## config.mk

```make
export PLATFORM = sky130hd
export DESIGN_NAME = vrb_reduce_ctrl
export DESIGN_NICKNAME = d
export VERILOG_FILES = /design/src/rtl/vrb_reduce_ctrl.sv
export SDC_FILE = /design/constraint.sdc
export NUM_CORES = 1
export LEC_CHECK = 0
export BUFFER_PORTS_ARGS = -buffer_cell sky130_fd_sc_hd__buf_2
export CAP_MARGIN = 15
export CORE_MARGIN = 2
export CORE_UTILIZATION = 50
export DETAILED_ROUTE_END_ITERATION = 16
export PLACE_DENSITY = 0.81
export SETUP_SLACK_MARGIN = 0.2
export SLEW_MARGIN = 30
export SYNTH_ARGS = -nofsm -noshare
export SYNTH_HDL_FRONTEND = slang
export SYNTH_SLANG_ARGS = --single-unit
```

## constraint.sdc

```tcl
create_clock -name clk -period 4.2 [get_ports clk]
set_input_delay 0 -clock clk [delete_from_list [all_inputs] [get_ports clk]]
set_output_delay 0 -clock clk [all_outputs]
set_load 0.1 [all_outputs]
```

## src/rtl/vrb_reduce_ctrl.sv

```systemverilog
// ============================================================================
// Module   : vrb_reduce_ctrl
// Brief    : Sequences vector-register-bank reads and sums vl elements into a
//            single reduction result, pulsing VRB_done to release decode.
// Revision : 1.0 - initial release
// ============================================================================
`default_nettype none

module vrb_reduce_ctrl #(
    parameter int DW = 32,
    parameter int IW = 5
) (
    input  logic          clk,
    input  logic          rst_n,
    input  logic [6:0]    opcode,
    input  logic [IW-1:0] vl,
    output logic          vrb_rd_en,
    output logic [IW-1:0] vrb_rd_idx,
    input  logic [DW-1:0] vrb_rd_data,
    output logic [DW-1:0] result,
    output logic          VRB_done
);

    localparam logic [6:0]    c_op_reduce = 7'b1111111;
    localparam logic [IW-1:0] c_one       = {{(IW-1){1'b0}}, 1'b1};

    typedef enum logic [1:0] {
        IDLE  = 2'd0,
        READ  = 2'd1,
        DRAIN = 2'd2,
        DONE  = 2'd3
    } state_t;

    state_t        r_state,  w_state_nxt;
    logic [IW-1:0] r_vl,     w_vl_nxt;
    logic [IW-1:0] r_idx,    w_idx_nxt;
    logic [DW-1:0] r_acc,    w_acc_nxt;
    logic [DW-1:0] r_result, w_result_nxt;
    logic          r_rd_en,  w_rd_en_nxt;
    logic [IW-1:0] r_rd_idx, w_rd_idx_nxt;
    logic          r_done,   w_done_nxt;
    logic          r_rd_vld;

    always_ff @(posedge clk) begin
        if (!rst_n) begin
            r_state  <= IDLE;
            r_vl     <= '0;
            r_idx    <= '0;
            r_acc    <= '0;
            r_result <= '0;
            r_rd_en  <= 1'b0;
            r_rd_idx <= '0;
            r_done   <= 1'b0;
            r_rd_vld <= 1'b0;
        end else begin
            r_state  <= w_state_nxt;
            r_vl     <= w_vl_nxt;
            r_idx    <= w_idx_nxt;
            r_acc    <= w_acc_nxt;
            r_result <= w_result_nxt;
            r_rd_en  <= w_rd_en_nxt;
            r_rd_idx <= w_rd_idx_nxt;
            r_done   <= w_done_nxt;
            r_rd_vld <= r_rd_en;
        end
    end

    // Outputs are computed one cycle ahead so every port comes straight from a flop.
    always_comb begin
        w_state_nxt  = r_state;
        w_vl_nxt     = r_vl;
        w_idx_nxt    = r_idx;
        w_acc_nxt    = r_rd_vld ? (r_acc + vrb_rd_data) : r_acc;
        w_result_nxt = r_result;
        w_rd_en_nxt  = 1'b0;
        w_rd_idx_nxt = '0;
        w_done_nxt   = 1'b0;

        case (r_state)
            IDLE: begin
                if (opcode == c_op_reduce) begin
                    w_vl_nxt     = vl;
                    w_idx_nxt    = '0;
                    w_acc_nxt    = '0;
                    w_result_nxt = '0;
                    if (vl != '0) begin
                        w_state_nxt = READ;
                        w_rd_en_nxt = 1'b1;
                    end else begin
                        w_state_nxt = DONE;
                        w_done_nxt  = 1'b1;
                    end
                end
            end
            READ: begin
                w_idx_nxt = r_idx + c_one;
                if (r_idx == (r_vl - c_one)) begin
                    w_state_nxt = DRAIN;
                end else begin
                    w_rd_en_nxt  = 1'b1;
                    w_rd_idx_nxt = r_idx + c_one;
                end
            end
            DRAIN: begin
                // The last element lands this cycle; capture the completed sum.
                w_state_nxt  = DONE;
                w_done_nxt   = 1'b1;
                w_result_nxt = w_acc_nxt;
            end
            default: begin
                w_state_nxt = IDLE;
            end
        endcase
    end

    assign vrb_rd_en  = r_rd_en;
    assign vrb_rd_idx = r_rd_idx;
    assign result     = r_result;
    assign VRB_done   = r_done;

endmodule

`default_nettype wire

```

# After elaboration in Yosys (flattened, before gate mapping)
# Index checks and enable logic that the tools add are counted.
dict set report totals {
  ff_bits 84
  output_inout_bits 39
  word_cells 47
}
dict set report classes {
  addsub 3
  n_eq_ne 6
  n_mux 18
  bitwise_logic 2
  reduce_logical 9
}
# op n
set op_table {}
lappend op_table {{32-bit two-way mux} 4}
lappend op_table {{32-bit case mux with 2 select lines} 1}
lappend op_table {{32-bit adder} 1}
lappend op_table {{5-bit case mux with 2 select lines} 1}
lappend op_table {{2-bit AND reduction} 4}
lappend op_table {{7-bit equality test (second input constant)} 1}
lappend op_table {{2-bit two-way mux} 3}
lappend op_table {{2-bit case mux with 3 select lines} 1}
lappend op_table {{5-bit by 1-bit adder with 5-bit output (second input constant)} 1}
lappend op_table {{5-bit equality test} 1}
lappend op_table {{1-bit two-way mux} 5}
lappend op_table {{5-bit two-way mux} 1}
lappend op_table {{5-bit nonzero test} 1}
lappend op_table {{5-bit by 1-bit subtractor with 5-bit output (second input constant)} 1}
lappend op_table {{2-bit inequality test (second input constant)} 2}
lappend op_table {{1-bit case mux with 2 select lines} 2}
lappend op_table {{2-bit nonzero test} 2}
lappend op_table {{3-bit OR reduction} 1}
lappend op_table {{2-bit by 1-bit equality test with 1-bit output (second input constant)} 1}
lappend op_table {{2-bit equality test (second input constant)} 1}
lappend op_table {{2-bit zero test} 1}
lappend op_table {{1-bit NOT} 2}

# Logic depth before layout (Yosys ltp)
dict set report logic_depth {
  depth_word 4
  mapped_depth 11
  ltp_nobuf 11
}

# Least setup slack after synthesis
# No wires, ideal clock.
dict set report synth_timing {
  path_type {register -> register}
  start {register r_acc[0]}
  end {register r_acc[30]}
  setup_time_ps 128
  t_arrival_ps 2397
  required_time_ps 4072
  setup_slack_ps 1675
  stages_incl_launch_ff 12
  synth_period_minus_slack_ps 2525
  cell_sequence {dfxtp_1 -> ha_1 -> fa_1 -> a21oi_1 -> o22ai_1 -> o21ai_0 -> a211oi_1 -> o211a_1 -> o21a_1 -> or3_1 -> a31oi_1 -> nor2_1}
}
dict set report synth_via {
  elab_chain_cells 4
}
# element line_no
set synth_rtl {}
lappend synth_rtl {{from (decl)} 37} ;# logic [DW-1:0] r_acc, w_acc_nxt;
lappend synth_rtl {{from (signal assigned)} 59} ;# r_acc <= w_acc_nxt;
lappend synth_rtl {{32-bit adder (*)} 73} ;# w_acc_nxt = r_rd_vld ? (r_acc + vrb_rd_data) : r_acc;
lappend synth_rtl {{32-bit two-way mux (*)} 73}
lappend synth_rtl {{32-bit two-way mux} 81} ;# if (opcode == c_op_reduce) begin
lappend synth_rtl {{32-bit two-way mux (*)} 79} ;# case (r_state)
# Mark *: on every way between the ends. The rest lies on a longest branch, timed or not.
# A chain may end at the register's enable or synchronous reset.

# Final worst setup path
dict set report layout_timing {
  start {register r_acc[0]}
  end {register r_result[28], in the netlist result[28]}
}
dict set report layout_via {
  elab_chain_cells 3
}
# element line_no
set layout_rtl {}
lappend layout_rtl {{32-bit adder} 73}
lappend layout_rtl {{32-bit two-way mux} 73}
lappend layout_rtl {{32-bit case mux with 2 select lines} 79}
lappend layout_rtl {{to (signal assigned)} 60} ;# r_result <= w_result_nxt;
lappend layout_rtl {{to (decl)} 38} ;# logic [DW-1:0] r_result, w_result_nxt;
# Every way passes these cells.

==> run_results.csv <==
group,metric,value,unit
setup_path,critPathLaunchType,"register",
synthesis,synth.ff_latch_count,84,
die,row_count,36,
synthesis,yosysMostFrequentCell,"dfxtp_1",
min_path,min_path_type,"in2reg",
detailed_routing,route.detailed.drc,0,
clock_tree,cts-root-buf,"clkbuf_8",
detailed_routing,num_vias,4618,
detailed_routing,firstDrtPassIters,7,
pwr,power_density,353.3,mW/mm^2
setup_path,end_kind,"register",
placed_design,gp_congestion,0.9214,
clock_tree,path_clk_slew,80,ps
timing,tightestPinTransition,925.6,ps
timing,slew_headroom,38.15,%
timing,setup_viol,0,
min_path,min-delay-start,"vrb_rd_data[0]",
final_layout,n_antenna_cell,0,
synthesis,syn_avg_cell_area,8.299,sq um
setup_path,required,4450,ps
setup_path,path_class,"reg2reg",
timing,finalSetupTns,0,ps
run,drv_cap,0,
pwr,vdd_drop_max,179.2,uV
global_routing,grt_pass1_wl,21.59,mm
clock_tree,clockBufferDepth,2,
synthesis,seq_area_frac_synth,33.94,%
outcome,outcome,"finished, final reports clean",
setup_path,rr_worst_depth,11,
pwr,leakagePower,2.425,nW
timing,period_share,68.98,%
synthesis,syn_area,0.004955,sq mm
placed_design,place_area,0.005463,sq mm
final_layout,num-nets-final,757,
timing,hold_ws,60.65,ps
detailed_routing,drtIter0Drc,287,
global_routing,grt_overflow,0,
die,initial_core_util,51.16,%
synthesis,syn_inst,597,
placed_design,dp_hpwl,9.393,mm
die,chipWidth,103.5,um
global_routing,grt_usage,24.46,%
final_layout,syn_to_final_growth,15.35,%
synthesis,yosysUniqueCellTypes,53,
timing,period_minus_slack,2897,ps
timing,finalMaxSlewViolations,0,
min_path,holdPathEnd,"r_acc[0]",
min_path,min_delay_path_depth,4,
setup_path,worstPathMaxFanout,3,
setup_path,rr_startpoint,"r_acc[0]",
synthesis,ys_top_cells_by_count,"dfxtp_1, nand2_1, nor2_1",
timing,fmax,345.2,MHz
timing,clock_skew,7.077,ps
synthesis,yosys.area.top_type,"dfxtp_1",
synthesis,syn-num-nets,681,
synthesis,synth_ff_type,"dfxtp_1",
final_layout,final_cell_area,0.005715,sq mm
die,die_h,103.5,um
clock_tree,numCtsBuffers,9,
clock_tree,cts_tree,"done",
detailed_routing,postRouteAntennaNets,0,
setup_path,reg2reg_setup_slack,1300,ps
placed_design,portBuffers,84,
timing,finalHoldViolCount,0,
setup_path,arrival,3150,ps
global_routing,grt_pass1_vias,4618,
detailed_routing,wl_per_cell,15.67,um
clock_tree,clkSinkCount,84,
synthesis,async_reset_ff_share,0,%
die,dieArea,0.01072,sq mm
detailed_routing,wirelength,12.68,mm
global_routing,grt_max_degree,52,
final_layout,n_fill_cell,901,
setup_path,startpoint,"r_acc[0]",
synthesis,synth_area_leaders,"dfxtp_1, ha_1, nand2_1",
synthesis,synth.top_cell.area_share,33.94,%
detailed_routing,via_per_inst,5.708,
die,core_region_area,0.009684,sq mm
timing,rsz0062_at_grt,"false",
global_routing,antenna_found_initial,0,
setup_path,r2r_end,"result[28]",
clock_tree,h-tree-depth,3,
synthesis,yosys_warnings,0,
synthesis,synth_enable_flop_cells,0,
clock_tree,clock_latency,360,ps
die,pin_count,85,
final_layout,final_layout_size_suffix_gt1_share,17.46,%
[layout make-up]
type | count | area [sq um] | area share, %
clock buffers | 9 | 123.9 | 2.167
clock inverters | 5 | 78.83 | 1.379
inverters | 15 | 56.30 | 0.9851
multi-input cells | 471 | 3115 | 54.51
flip-flops and latches | 84 | 1682 | 29.42
well taps | 133 | 166.4 | 2.912
repair buffers | 92 | 493.0 | 8.625
[critical path, cell delays in order (launching register included)]
cell and delay [ps]:
dfxtp_1 340, ha_1 230, fa_1 240, a21oi_1 110, o22ai_1 270, o21bai_1 120
o21a_1 250, o211a_1 310, o41ai_2 370, xor2_1 140, a222oi_1 330, nor2b_1 80
[per-stage QoR]
step / utilization [%] / total power (W) / worst slack, ps / instances
global placement: 56.41 / 0.001385 / 1509 / 790
global route: 59.02 / 0.002114 / 1098 / 809
detailed placement: 56.41 / 0.001403 / 1424 / 790
CTS: 59.02 / 0.002020 / 1382 / 809
floorplan: - / 0.001275 / 1675 / 597
finish: 59.02 / 0.002019 / 1303 / 809
[timing repair]
item / in CTS / in global routing
hold buffers: 5 / 0
setup buffers: 0 / 0
hold endpoints to repair: 5 / 0
resized for setup: 0 / 0
[layout by cell type, fill, tap and decap left out, types with 6 or more instances in the layout]
master,instances
dfxtp_1,84
buf_2,84
nand2_1,70
nor2_1,49
o21ai_0,42
a21oi_1,42
ha_1,37
and2_1,29
xnor2_1,20
nand3_1,19
mux2i_1,19
nor2b_1,19
inv_1,15
xor2_1,15
clkbuf_8,9
a21o_1,8
a21boi_0,8
o22ai_1,7
a31oi_1,6
a211oi_1,6
o21bai_1,6
o221ai_1,6
[how the worst max path moves through the flow]
stage	endpoint	slack, ps	depth (start not counted)
after floorplan	r_acc[30]	1670	11
after global placement	r_acc[30]	1510	11
after detailed placement	result[28]	1420	11
after CTS	result[28]	1380	11
after global routing	r_acc[30]	1100	11
final	result[28]	1300	11
[cells by family (layout without fill, tap and decap cells)]
kind of cell               after synthesis  in the layout  share of synthesized area (%)
AOI/OAI and AO/OA                      168            168                          22.68
and+or+nand+nor                        210            210                          20.15
DFF                                     84             84                          33.94
buffers and inverters                   42            121                          3.257
xor gates and xnor gates                35             35                          6.187
adders and majority gates               38             38                          9.747
muxes                                   20             20                          4.040
[routing by layer]
metal | global-route usage [%] | vias to the layer above | wire (um)
met2 | 41.72 | 167 | 5996
met5 | 0 | - | 0
met4 | 9.653 | 0 | 325
met1 | 30.42 | 2165 | 5488
met3 | 4.846 | 27 | 870
li1 | - | 2259 | -
[power breakdown]
part	leakage [nW]	switching, W	internal, W	total [W]
sequential	0.677	0.0000230	0.000832	0.000855
combinational	1.64	0.000353	0.000193	0.000546
clock	0.105	0.000291	0.000327	0.000618
(Power assumes the default switching activity.)
